==> config.mk <==
export PLATFORM = sky130hd
export DESIGN_NAME = mul_rs_flat
export DESIGN_NICKNAME = d
export VERILOG_FILES = /design/src/rtl/mul_rs_if.sv /design/src/rtl/mul_rs.sv /design/src/flat_wrapper.sv
export SDC_FILE = /design/constraint.sdc
export NUM_CORES = 1
export LEC_CHECK = 0
export CAP_MARGIN = 10
export CORE_AREA = 2 2 217 166
export CTS_CLUSTER_SIZE = 28
export DETAILED_ROUTE_END_ITERATION = 8
export DIE_AREA = 0 0 219 168
export DONT_BUFFER_PORTS = 1
export GPL_TIMING_DRIVEN = 0
export PLACE_DENSITY = 0.71
export SLEW_MARGIN = 20
export SYNTH_ARGS = -nofsm -noshare
export SYNTH_HDL_FRONTEND = slang
export SYNTH_SLANG_ARGS = --single-unit
==> constraint.sdc <==
create_clock -name clk -period 5.6 [get_ports clk]
set_input_delay 1.12 -clock clk [delete_from_list [all_inputs] [get_ports clk]]
set_output_delay 1.12 -clock clk [all_outputs]
set_load 0.03 [all_outputs]
==> src/rtl/mul_rs_if.sv <==
// Signal bundle between dispatch, the CDB, the multiplier and the multiply reservation station.
// The station connects through the slave modport; its environment drives the master side.
interface mul_rs_if #(
    parameter int DEPTH = 4,
    parameter int ROB_W = 4
) ();
    localparam int CNT_W = $clog2(DEPTH) + 1;

    logic             flush;
    logic             disp_valid;
    logic             disp_ready;
    logic [ROB_W-1:0] disp_rob;
    logic [3:0]       disp_aluop;
    logic             disp_a_val;
    logic             disp_b_val;
    logic [31:0]      disp_a;
    logic [31:0]      disp_b;
    logic             cdb_valid;
    logic [ROB_W-1:0] cdb_rob;
    logic [31:0]      cdb_result;
    logic             fu_ready;
    logic             issue_valid;
    logic [31:0]      issue_a;
    logic [31:0]      issue_b;
    logic [ROB_W-1:0] issue_rob;
    logic [3:0]       issue_aluop;
    logic [CNT_W-1:0] count;

    modport master (
        output flush, disp_valid, disp_rob, disp_aluop, disp_a_val, disp_b_val,
               disp_a, disp_b, cdb_valid, cdb_rob, cdb_result, fu_ready,
        input  disp_ready, issue_valid, issue_a, issue_b, issue_rob, issue_aluop, count
    );

    modport slave (
        input  flush, disp_valid, disp_rob, disp_aluop, disp_a_val, disp_b_val,
               disp_a, disp_b, cdb_valid, cdb_rob, cdb_result, fu_ready,
        output disp_ready, issue_valid, issue_a, issue_b, issue_rob, issue_aluop, count
    );
endinterface

==> src/rtl/mul_rs.sv <==
// Multiply reservation station: compacting queue (entry 0 oldest) with CDB operand capture
// and oldest-ready issue to the multiplier whenever it reports ready.
module mul_rs #(
    parameter int DEPTH = 4,
    parameter int ROB_W = 4
) (
    input logic     clk,
    input logic     reset,
    mul_rs_if.slave bus
);
    localparam int IDX_W = $clog2(DEPTH);
    localparam int CNT_W = $clog2(DEPTH) + 1;

    typedef struct packed {
        logic [ROB_W-1:0] rob;
        logic [3:0]       aluop;
        logic             a_rdy;
        logic [31:0]      a_data;
        logic             b_rdy;
        logic [31:0]      b_data;
    } entry_t;

    entry_t           ent_q [DEPTH];
    entry_t           ent_d [DEPTH];
    entry_t           woken [DEPTH+1];
    entry_t           disp_ent;
    logic [CNT_W-1:0] count_q;
    logic [CNT_W-1:0] count_d;
    logic [CNT_W-1:0] wr_idx;
    logic [IDX_W-1:0] sel_idx;
    logic             sel_found;
    logic             disp_fire;
    logic             issue_fire;
    logic             a_byp;
    logic             b_byp;

    // True when an operand still waiting on a tag sees that tag on the CDB this cycle.
    function automatic logic tag_hit(input logic rdy, input logic [31:0] data,
                                     input logic cv, input logic [ROB_W-1:0] tag);
        return !rdy && cv && (data[ROB_W-1:0] == tag);
    endfunction

    // Select works on registered readiness only, so a same-cycle wakeup issues next cycle.
    // NOTE: every always_comb output gets a default first so no path leaves a latch behind.
    always_comb begin
        sel_found = 1'b0;
        sel_idx   = '0;
        for (int i = 0; i < DEPTH; i++) begin
            if (!sel_found && (i < int'(count_q)) && ent_q[i].a_rdy && ent_q[i].b_rdy) begin
                sel_found = 1'b1;
                sel_idx   = IDX_W'(i);
            end
        end
    end

    assign issue_fire      = bus.fu_ready && sel_found;
    assign disp_fire       = bus.disp_valid && bus.disp_ready;
    assign wr_idx          = count_q - CNT_W'(issue_fire);

    assign bus.disp_ready  = (int'(count_q) < DEPTH);
    assign bus.count       = count_q;
    assign bus.issue_valid = issue_fire;
    assign bus.issue_a     = sel_found ? ent_q[sel_idx].a_data : '0;
    assign bus.issue_b     = sel_found ? ent_q[sel_idx].b_data : '0;
    assign bus.issue_rob   = sel_found ? ent_q[sel_idx].rob    : '0;
    assign bus.issue_aluop = sel_found ? ent_q[sel_idx].aluop  : '0;

    // Incoming µop, with operands that appear on the CDB this very cycle captured directly.
    assign a_byp = tag_hit(bus.disp_a_val, bus.disp_a, bus.cdb_valid, bus.cdb_rob);
    assign b_byp = tag_hit(bus.disp_b_val, bus.disp_b, bus.cdb_valid, bus.cdb_rob);

    always_comb begin
        disp_ent        = '0;
        disp_ent.rob    = bus.disp_rob;
        disp_ent.aluop  = bus.disp_aluop;
        disp_ent.a_rdy  = bus.disp_a_val || a_byp;
        disp_ent.a_data = a_byp ? bus.cdb_result : bus.disp_a;
        disp_ent.b_rdy  = bus.disp_b_val || b_byp;
        disp_ent.b_data = b_byp ? bus.cdb_result : bus.disp_b;
    end

    // Wakeup view of the queue; the extra top slot feeds the shift when the last entry moves down.
    always_comb begin
        woken[DEPTH] = '0;
        for (int i = 0; i < DEPTH; i++) begin
            woken[i] = ent_q[i];
            if (tag_hit(ent_q[i].a_rdy, ent_q[i].a_data, bus.cdb_valid, bus.cdb_rob)) begin
                woken[i].a_rdy  = 1'b1;
                woken[i].a_data = bus.cdb_result;
            end
            if (tag_hit(ent_q[i].b_rdy, ent_q[i].b_data, bus.cdb_valid, bus.cdb_rob)) begin
                woken[i].b_rdy  = 1'b1;
                woken[i].b_data = bus.cdb_result;
            end
        end
    end

    // Compaction: entries at and above the issued slot take their upper neighbour's woken state.
    always_comb begin
        for (int i = 0; i < DEPTH; i++) begin
            ent_d[i] = (issue_fire && (i >= int'(sel_idx))) ? woken[i+1] : woken[i];
            if (disp_fire && (i == int'(wr_idx))) begin
                ent_d[i] = disp_ent;
            end
        end
        count_d = count_q + CNT_W'(disp_fire) - CNT_W'(issue_fire);
        if (bus.flush) begin
            count_d = '0;
        end
    end

    // Occupancy is the only validity state; flush and reset act on it alone.
    // NOTE: sequential state is updated with <= so every flop samples pre-edge values.
    always_ff @(posedge clk or negedge reset) begin
        if (!reset) begin
            count_q <= '0;
        end else begin
            count_q <= count_d;
        end
    end

    // NOTE: the payload array has no reset; slots at or above count are never selected or shown.
    always_ff @(posedge clk) begin
        for (int i = 0; i < DEPTH; i++) begin
            ent_q[i] <= ent_d[i];
        end
    end
endmodule

==> src/flat_wrapper.sv <==
// flat-port wrapper written by rule: the top's interface ports become plain ports
module mul_rs_flat 
#(
    parameter int DEPTH = 4,
    parameter int ROB_W = 4
)
  (clk, reset, bus_flush, bus_disp_valid, bus_disp_rob, bus_disp_aluop, bus_disp_a_val, bus_disp_b_val, bus_disp_a, bus_disp_b, bus_cdb_valid, bus_cdb_rob, bus_cdb_result, bus_fu_ready, bus_disp_ready, bus_issue_valid, bus_issue_a, bus_issue_b, bus_issue_rob, bus_issue_aluop, bus_count);
  mul_rs_if #(.DEPTH(DEPTH), .ROB_W(ROB_W)) bus_i ();
  input logic clk;
  input logic reset;
  input wire logic [$bits(bus_i.flush)-1:0] bus_flush;
  input wire logic [$bits(bus_i.disp_valid)-1:0] bus_disp_valid;
  input wire logic [$bits(bus_i.disp_rob)-1:0] bus_disp_rob;
  input wire logic [$bits(bus_i.disp_aluop)-1:0] bus_disp_aluop;
  input wire logic [$bits(bus_i.disp_a_val)-1:0] bus_disp_a_val;
  input wire logic [$bits(bus_i.disp_b_val)-1:0] bus_disp_b_val;
  input wire logic [$bits(bus_i.disp_a)-1:0] bus_disp_a;
  input wire logic [$bits(bus_i.disp_b)-1:0] bus_disp_b;
  input wire logic [$bits(bus_i.cdb_valid)-1:0] bus_cdb_valid;
  input wire logic [$bits(bus_i.cdb_rob)-1:0] bus_cdb_rob;
  input wire logic [$bits(bus_i.cdb_result)-1:0] bus_cdb_result;
  input wire logic [$bits(bus_i.fu_ready)-1:0] bus_fu_ready;
  output wire logic [$bits(bus_i.disp_ready)-1:0] bus_disp_ready;
  output wire logic [$bits(bus_i.issue_valid)-1:0] bus_issue_valid;
  output wire logic [$bits(bus_i.issue_a)-1:0] bus_issue_a;
  output wire logic [$bits(bus_i.issue_b)-1:0] bus_issue_b;
  output wire logic [$bits(bus_i.issue_rob)-1:0] bus_issue_rob;
  output wire logic [$bits(bus_i.issue_aluop)-1:0] bus_issue_aluop;
  output wire logic [$bits(bus_i.count)-1:0] bus_count;
  assign bus_i.flush = bus_flush;
  assign bus_i.disp_valid = bus_disp_valid;
  assign bus_i.disp_rob = bus_disp_rob;
  assign bus_i.disp_aluop = bus_disp_aluop;
  assign bus_i.disp_a_val = bus_disp_a_val;
  assign bus_i.disp_b_val = bus_disp_b_val;
  assign bus_i.disp_a = bus_disp_a;
  assign bus_i.disp_b = bus_disp_b;
  assign bus_i.cdb_valid = bus_cdb_valid;
  assign bus_i.cdb_rob = bus_cdb_rob;
  assign bus_i.cdb_result = bus_cdb_result;
  assign bus_i.fu_ready = bus_fu_ready;
  assign bus_disp_ready = bus_i.disp_ready;
  assign bus_issue_valid = bus_i.issue_valid;
  assign bus_issue_a = bus_i.issue_a;
  assign bus_issue_b = bus_i.issue_b;
  assign bus_issue_rob = bus_i.issue_rob;
  assign bus_issue_aluop = bus_i.issue_aluop;
  assign bus_count = bus_i.count;
  mul_rs #(.DEPTH(DEPTH), .ROB_W(ROB_W)) u_core (.clk(clk), .reset(reset), .bus(bus_i));
endmodule
Word level (Yosys, flattened, before mapping)

Memory sizes are Yosys's and may differ from the RTL's.
Index checks and enable logic that the tools add are counted.

Add/sub/neg operators: 3
Magnitude comparators: 8
Eq/ne operators: 13
Multiplexer cells: 30
Reductions and logical operators: 56

Operators by type and width:

| kind                                                                               | number |
|---|---|
| 74-bit two-way mux                                                                 | 8 |
| 33-bit two-way mux                                                                 | 8 |
| 32-bit two-way mux                                                                 | 4 |
| 4-bit equality test                                                                | 10 |
| 1-bit logical AND                                                                  | 40 |
| 1-bit logical NOT                                                                  | 13 |
| 4-bit two-way mux                                                                  | 2 |
| 3-bit equality test, first input constant                                          | 2 |
| 1-bit by 3-bit less-than comparator with 1-bit output, first input constant        | 2 |
| 2-bit by 3-bit less-than comparator with 1-bit output, first input constant        | 2 |
| 3-bit by 1-bit subtractor with 3-bit output                                        | 2 |
| 1-bit two-way mux                                                                  | 5 |
| 1-bit by 2-bit greater-or-equal comparator with 1-bit output, first input constant | 2 |
| 2-bit two-way mux                                                                  | 2 |
| 3-bit by 1-bit adder with 3-bit output                                             | 1 |
| 2-bit by 3-bit equality test with 1-bit output, first input constant               | 1 |
| 3-bit logical NOT                                                                  | 1 |
| 3-bit less-than comparator, second input constant                                  | 1 |
| 3-bit two-way mux                                                                  | 1 |
| 2-bit greater-or-equal comparator, first input constant                            | 1 |
| 1-bit logical OR                                                                   | 2 |

Register bits after elaboration: 3
Bits in writable memories: 296
Input port bits: 116
Word-level logic and storage cells: 112
Memories kept: 1

Memories:

| memory       | depth | bits a word | read ports | clocked after Yosys merged registers in | wr ports | line         | text |
|---|---|---|---|---|---|---|---|
| u_core.ent_q | 4     | 74          | 5          | 0                                       | 4        | mul_rs.sv:23 | `entry_t ent_q [DEPTH];` |

Logic depth before layout (Yosys ltp)

Gate-level depths: netlist of the first run.

Depth after elaboration: 24
Gate-level depth with buffers: 15

Least setup slack after synthesis of the first run

No wires, ideal clock.

Path kind: input port to flip-flop
Start point: in bus_cdb_rob[3]
End point: mem u_core.ent_q[0][0] (netlist bit) (enable)
Library setup time: 515 ps
Data arrival time: 5237 ps
Data required time: 5085 ps
Path slack: -153 ps
Stages on the path: 5
Buffers on the path: 2
Cells stage by stage: clkbuf_1 > buf_2 > xnor2_1 > nand3_1 > o41ai_1

RTL lines:

| item            | line               | text |
|---|---|---|
| start, declared | flat_wrapper.sv:20 | `input wire logic [$bits(bus_i.cdb_rob)-1:0] bus_cdb_rob;` |
| end, declared   | mul_rs.sv:23       |  |

Worst setup path after layout of the first run

Start point: reg u_core.count_q[2] (netlist: u_core.bus.count[2])
End point: out bus_issue_a[15]

Cells in the longest elaborated chain, start to end: 21

RTL lines:

| item                                                  | line               | text |
|---|---|---|
| start, declared                                       | mul_rs.sv:27       | `logic [CNT_W-1:0] count_q;` |
| start signal, assigned                                | mul_rs.sv:118      | `count_q <= count_d;` |
| 1-bit by 3-bit less-than comparator with 1-bit output | mul_rs.sv:49       | `if (!sel_found && (i < int'(count_q)) && ent_q[i].a_rdy && ent_q[i].b_rdy) begin` |
| 1-bit logical AND (2 in a row)                        | mul_rs.sv:49       |  |
| 1-bit two-way mux                                     | mul_rs.sv:49       |  |
| 1-bit logical NOT                                     | mul_rs.sv:49       |  |
| 1-bit logical AND (3 in a row)                        | mul_rs.sv:49       |  |
| 1-bit two-way mux                                     | mul_rs.sv:49       |  |
| 1-bit logical NOT                                     | mul_rs.sv:49       |  |
| 1-bit logical AND (3 in a row)                        | mul_rs.sv:49       |  |
| 1-bit two-way mux                                     | mul_rs.sv:49       |  |
| 1-bit logical NOT                                     | mul_rs.sv:49       |  |
| 1-bit logical AND (3 in a row)                        | mul_rs.sv:49       |  |
| 2-bit two-way mux                                     | mul_rs.sv:49       |  |
| memory read 4 x 74 bit                                | -                  |  |
| 32-bit two-way mux *                                  | mul_rs.sv:63       | `assign bus.issue_a = sel_found ? ent_q[sel_idx].a_data : '0;` |
| end, declared                                         | flat_wrapper.sv:25 | `output wire logic [$bits(bus_i.issue_a)-1:0] bus_issue_a;` |

Every way passes the cells marked *; elsewhere a longest branch is shown, timed or not.

==> flow_metrics.tcl, run 1 <==
set metrics [dict create \
    status "finished, final reports clean" \
    setup_viol 0 \
    final_util 0.544 \
    drc 0 \
    vias_per_cell 7.26 \
    core-area_um2 35000 \
    cp.arrival_ns 4.45 \
    start_util 0.490 \
    clkLatencyLatePin_ns 0.54 \
    die_w_um 219 \
    cts_inserted_buffers 34 \
    synth_edf_count 98 \
    cts_tree "done" \
    grt_pass1_wl_mm 104 \
    start_kind "flip-flop" \
    grt_overflow 0 \
    tns_ns 0 \
    grt_pass1_vias 16327 \
    slew_headroom 0.178 \
    cap_violations 0 \
    std_cell_rows 60 \
    max_freq_ghz 0.179 \
    finalHoldViolCount 0 \
    initialDrtViolationCount 3385 \
    die_area_um2 36800 \
    cts_root_buffer "clkbuf_16" \
    ios 193 \
    setup.worst_path.end_class "output port" \
    routabilityCongestion 0.994 \
    nets 2019 \
    grt_setup_unrepaired "true" \
    leakage_nw 7.49 \
    fp.dieH_um 168 \
    ant_nets 0 \
    synth.avg_cell_area_um2 9.26 \
    yosysWarningCount 0 \
    fin_skew_ns 0.0232 \
    wirelength_mm 71.4 \
    clk_pin_slew_ns 0.06 \
    grt_max_degree 18 \
    num_vias 17319 \
    antenna_found_initial 1 \
    pre_cts_slack_ns 0.232 \
    fin_area_um2 19000 \
    ir_drop_mv 0.357 \
    cts_hold_buffers 0 \
    fin_crit_sh 0.995 \
    synth_flop_cell "dfxtp_1" \
    yosysSeqAreaShare 0.407 \
    h-tree-depth 2 \
    fin_crit_ns 5.57 \
    synthToLayoutAreaGrowth_pct 11.0 \
    synth_cell_type_count 61 \
    final_layout_size_suffix_gt1_frac 0.0948 \
    netlist_area_um2 17100 \
    port_buffers 0 \
    ys_seq_elements 299 \
    critPathMaxFanout 10 \
    powerDensity_nw_per_um2 746 \
    synthCells 1851 \
    async_flop_share 0.0100 \
    groute.usage.overall 0.371 \
    wl_per_cell_um 29.9 \
    tightestPinTransition_ns 1.22 \
    syn-num-nets 1973 \
    cts_num_sinks 299 \
    cts_buffer_depth 3 \
    placed_area_um2 17800 \
    dr.pass1.iters 9 \
    crit_type "reg -> out" \
    slew_viol_final 0 \
    setup_ws_ns 0.0262 \
    required_ns 4.48 \
    hold_path.class "in -> async" \
    place_hpwl_mm 49.0 \
    totalPowerFinal_mw 14.2 \
]
==> critical path, cell delays in order, from the launching register on <==
cell and delay, ns:
dfrtp_1 0.54, inv_1 0.35, ha_1 0.28, and3b_1 0.25, a31o_2 0.22, clkbuf_1 0.23
clkbuf_2 0.38, a21oi_4 0.54, clkbuf_1 0.66, o22a_1 0.30, nor2_1 0.17
==> per-stage QoR <==
stage | hold slack [ns] | std cells
6_report | 0.287 | 2385
5_1_grt | 0.283 | 2384
4_1_cts | 0.283 | 2385
3_5_place_dp | 0.559 | 2324
3_3_place_gp | 0.550 | 2316
2_1_floorplan | 0.523 | 1851
==> synthesized netlist by cell type, drive strengths merged, types with 2 or more instances <==
| master | n | area [um^2] |
|---|---|---|
| nor2 | 211 | 792 |
| mux2i | 208 | 2080 |
| dfxtp | 198 | 3960 |
| a21oi | 137 | 686 |
| clkbuf | 136 | 510 |
| o22ai | 129 | 807 |
| edfxtp | 98 | 2940 |
| a22oi | 74 | 556 |
| o22a | 72 | 631 |
| nand2 | 67 | 251 |
| a221o | 64 | 641 |
| a32oi | 63 | 552 |
| o221ai | 62 | 543 |
| buf | 49 | 289 |
| inv | 48 | 180 |
| o21ai | 38 | 190 |
| nand2b | 36 | 225 |
| or2 | 32 | 200 |
| xnor2 | 21 | 184 |
| nor2b | 13 | 81.3 |
| and3 | 11 | 68.8 |
| xor2 | 11 | 96.3 |
| nand3 | 9 | 50.1 |
| and2 | 6 | 40.0 |
| nand4 | 6 | 37.5 |
| ha | 5 | 62.6 |
| a21o | 4 | 30.0 |
| a222oi | 3 | 30.0 |
| dfrtp | 3 | 75.1 |
| mux2 | 3 | 33.8 |
| nor3 | 3 | 15.0 |
| a211oi | 2 | 15.0 |
| a31oi | 2 | 18.8 |
| and3b | 2 | 17.5 |
| nand4b | 2 | 17.5 |
| nor4 | 2 | 12.5 |
| o211a | 2 | 20.0 |
| o211ai | 2 | 15.0 |
| o221a | 2 | 22.5 |
| o311ai | 2 | 25.0 |
| o41ai | 2 | 17.5 |
==> what timing repair did <==
action / CTS / global route
resized for setup: 14 / 25
buffers inserted: 3 / 0
setup endpoints to repair: 71 / 62
==> placed cells by master, fill, tap and decap left out, types with 4 or more instances in the layout <==
cell type / synthesis / final
mux2i_1: 208 / 207
nor2_1: 211 / 199
dfxtp_1: 198 / 198
a21oi_1: 137 / 135
clkbuf_1: 136 / 130
o22ai_1: 129 / 129
edfxtp_1: 98 / 98
a22oi_1: 74 / 74
o22a_1: 72 / 72
nand2_1: 67 / 67
a221o_1: 64 / 64
a32oi_1: 63 / 63
o221ai_1: 62 / 62
inv_1: 48 / 48
buf_2: 39 / 39
o21ai_0: 36 / 36
nand2b_1: 36 / 36
clkbuf_16: 0 / 36
or2_2: 32 / 32
xnor2_1: 21 / 21
clkbuf_2: 0 / 15
nor2b_1: 13 / 13
nor2_2: 0 / 12
and3_1: 11 / 11
xor2_1: 11 / 11
buf_6: 6 / 10
buf_4: 3 / 10
nand3_1: 8 / 8
nand4_1: 6 / 6
ha_1: 5 / 5
a21o_1: 4 / 4
clkinv_2: 0 / 4
==> power breakdown <==
group	total, mW	switching (mW)	internal, mW
combinational	7.58	5.06	2.52
clock	2.28	0.972	1.31
sequential	4.33	0.763	3.56
total	14.2	6.80	7.39
==> layout make-up <==
| type | instances | area [um^2] |
|---|---|---|
| diodes | 1 | 2.50 |
| plain buffers | 184 | 821 |
| clock buffers | 49 | 980 |
| clock inverters | 9 | 100 |
| fillers | 3254 | 16000 |
| inverters | 48 | 180 |
| multi-input cells | 1319 | 9270 |
| flip-flops and latches | 299 | 6980 |
| well taps | 465 | 582 |
| repair buffers | 11 | 97.6 |
==> path summary, 6_finish.rpt <==
check                                         startpoint                       endpoint  slack (ns)  cells past startpoint
hold reg to reg              u_core.ent_q[1][55]$_DFF_P_    u_core.ent_q[1][55]$_DFF_P_        0.58                      2
hold / removal                                     reset  u_core.bus.count[1]$_DFF_PN0_        0.29                      0
max in group asynchronous                          reset  u_core.bus.count[0]$_DFF_PN0_        5.25                      0
min in group clk             u_core.ent_q[1][55]$_DFF_P_    u_core.ent_q[1][55]$_DFF_P_        0.58                      2
setup reg to reg           u_core.bus.count[2]$_DFF_PN0_    u_core.ent_q[3][34]$_DFF_P_        0.54                     15
setup / recovery           u_core.bus.count[2]$_DFF_PN0_                bus_issue_a[15]        0.03                     10
==> flip-flops by register name, summed over array words and instances, names as in the netlist <==
| register | flops |
|---|---|
| u_core.ent_q | 296 |
| u_core.bus.count | 3 |
==> cell families after synthesis <==
| logic type | Yosys count | synth area share |
|---|---|---|
| AOI/OAI and AO/OA | 668 | 0.284 |
| xor gates and xnor gates | 32 | 0.0164 |
| adders and majority gates | 6 | 0.00482 |
| buffers and inverters | 233 | 0.0572 |
| DFF | 299 | 0.407 |
| muxes | 211 | 0.123 |
| and+or+nand+nor | 402 | 0.107 |
==> per-layer routing <==
metal | wire length, um | track usage
met1 | 27000 | 0.508
met2 | 29900 | 0.534
met3 | 11700 | 0.134
met4 | 2670 | 0.138
met5 | 19 | 0
Power figures use the tool's default switching activity.
==> run 2: changes to the inputs <==
--- a/config.mk
+++ b/config.mk
@@ -6,13 +6,15 @@
 export NUM_CORES = 1
 export LEC_CHECK = 0
 export CAP_MARGIN = 10
-export CORE_AREA = 2 2 217 166
+export CELL_PAD_IN_SITES_DETAIL_PLACEMENT = 0
+export CELL_PAD_IN_SITES_GLOBAL_PLACEMENT = 1
+export CORE_AREA = 2 2 173 208
 export CTS_CLUSTER_SIZE = 28
 export DETAILED_ROUTE_END_ITERATION = 8
-export DIE_AREA = 0 0 219 168
+export DIE_AREA = 0 0 175 210
 export DONT_BUFFER_PORTS = 1
 export GPL_TIMING_DRIVEN = 0
-export PLACE_DENSITY = 0.71
+export PLACE_DENSITY = 0.87
 export SLEW_MARGIN = 20
 export SYNTH_ARGS = -nofsm -noshare
 export SYNTH_HDL_FRONTEND = slang
==> flow_metrics.tcl, run 2 (same netlist as run 1, synthesis figures left out) <==
set metrics [dict create \
    hold_ws_ns 0.229 \
    cts_inserted_buffers 31 \
    h-tree-depth 1 \
    initialDrtViolationCount 2644 \
    place_hpwl_mm 47.6 \
    grt_setup_unrepaired "false" \
    dr.pass1.iters 9 \
    fin_crit_sh 1.01 \
    finalHoldViolCount 0 \
    violations "negative setup slack" \
    fin_skew_ns 0.0152 \
    cap_violations 0 \
    grt_overflow 0 \
    port_buffers 0 \
    required_ns 4.48 \
    critPathMaxFanout 10 \
    wl_per_cell_um 29.4 \
    groute.usage.overall 0.365 \
    clk_pin_slew_ns 0.06 \
    grt_pass1_vias 16889 \
    vias_per_cell 7.16 \
    slew_viol_final 0 \
    start_util 0.492 \
    setup.worst_path.end_class "output port" \
    std_cell_rows 75 \
    ant_nets 0 \
    clkLatencyLatePin_ns 0.59 \
    cts_buffer_depth 3 \
    num_vias 17022 \
    die_w_um 175 \
    largest_reg_flops 296 \
    fp.dieH_um 210 \
    wirelength_mm 70.0 \
    final_cells 2379 \
    tightestPinTransition_ns 1.12 \
    drc 0 \
    status "finished, violations left" \
    routabilityCongestion 0.972 \
    setup_ws_ns -0.0289 \
    slew_headroom 0.254 \
    cts_tree "done" \
    setup_viol 1 \
    cts_root_buffer "clkbuf_16" \
    ios 193 \
    core-area_um2 34800 \
    max_freq_ghz 0.178 \
    synthToLayoutAreaGrowth_pct 10.5 \
    largest_register "u_core.ent_q" \
    powerDensity_nw_per_um2 736 \
    final_layout_size_suffix_gt1_frac 0.103 \
    crit_type "reg -> out" \
    start_kind "flip-flop" \
    layout_commonest_cell "mux2i_1" \
    antenna_found_initial 1 \
    final_cell_mix "207 x mux2i_1, 198 x dfxtp_1, 180 x nor2_1" \
    hold_path.class "in -> async" \
    grt_max_degree 18 \
    die_area_um2 36800 \
    leakage_nw 7.43 \
    insertedDiodeCount 0 \
    fin_crit_ns 5.63 \
    cts_num_sinks 299 \
    final_util 0.544 \
    cp.arrival_ns 4.51 \
    place_inst 2321 \
    nets 2014 \
    grt_pass1_wl_mm 103 \
    ir_drop_mv 0.298 \
]
==> run 2: cell count changes in the layout (fill, tap and decap cells not counted), sizes merged <==
cell | previous run | this run
buf | 59 | 56
clkdlybuf4s15 | 1 | 2
bufinv | 2 | 0
diode | 1 | 0
clkinv | 5 | 9
clkbuf | 184 | 182
==> run 2: what timing repair did <==
| item | in CTS | in global routing |
|---|---|---|
| endpoints found under the setup margin | 71 | 56 |
| hold buffers | 0 | 0 |
| gates resized for setup | 23 | 34 |
| cloned | 0 | 0 |
| setup buffers | 0 | 0 |
==> run 2: worst max-delay path, cell delays in order (launching register included) <==
cell,delay (ns)
dfrtp_1,0.60
inv_1,0.29
ha_1,0.31
nor2b_1,0.25
and3_1,0.21
clkbuf_1,0.39
mux2i_4,0.59
clkbuf_2,0.43
a22oi_1,0.12
o22a_1,0.27
nor2_1,0.45
==> run 2: worst paths after layout <==
path,start,endpoint,slack [ns],depth (start not counted)
setup / recovery,u_core.bus.count[2]$_DFF_PN0_,bus_issue_a[15],-0.03,10
hold / removal,reset,u_core.bus.count[2]$_DFF_PN0_,0.23,0
setup reg to reg,u_core.bus.count[2]$_DFF_PN0_,u_core.ent_q[3][50]$_DFF_P_,0.45,15
hold reg to reg,u_core.ent_q[1][62]$_DFF_P_,u_core.ent_q[1][62]$_DFF_P_,0.58,2
max in group asynchronous,reset,u_core.bus.count[0]$_DFF_PN0_,5.30,0
min in group clk,u_core.ent_q[1][62]$_DFF_P_,u_core.ent_q[1][62]$_DFF_P_,0.58,2
==> run 2: where the power goes <==
| part | total (mW) | internal [mW] | switching, mW |
|---|---|---|---|
| sequential | 4.31 | 3.56 | 0.750 |
| clock | 2.06 | 1.14 | 0.921 |
| combinational | 7.57 | 2.54 | 5.04 |
| total | 13.9 | 7.24 | 6.71 |
==> run 2: layout make-up <==
cell class / instances / area, um^2
Clock buffer: 47 / 927
Clock inverter: 11 / 56.3
Multi-Input combinational cell: 1319 / 9320
Inverter: 48 / 180
Timing Repair Buffer: 8 / 71.3
Sequential cell: 299 / 6980
Buffer: 185 / 832
Fill cell: 3215 / 15900
Tap cell: 462 / 578
==> run 2: through the flow <==
step | area (um^2) | TNS [ns] | power, mW | setup WS [ns]
2_1_floorplan | 17200 | 0 | 9.33 | 1.42
3_3_place_gp | 17700 | -45.31 | 11.3 | -0.716
3_5_place_dp | 17800 | 0 | 11.5 | 0.0138
4_1_cts | 18900 | 0 | 13.6 | 0.00568
5_1_grt | 18900 | 0 | 14.5 | 0.00297
6_report | 18900 | -0.0289 | 13.9 | -0.0289
==> run 2: per-layer routing <==
layer	global-route usage	vias up	routed length, um
li1	-	7205	-
met1	0.443	8204	25100
met2	0.583	1306	31800
met3	0.107	305	8870
met4	0.199	2	4210
met5	0	-	14
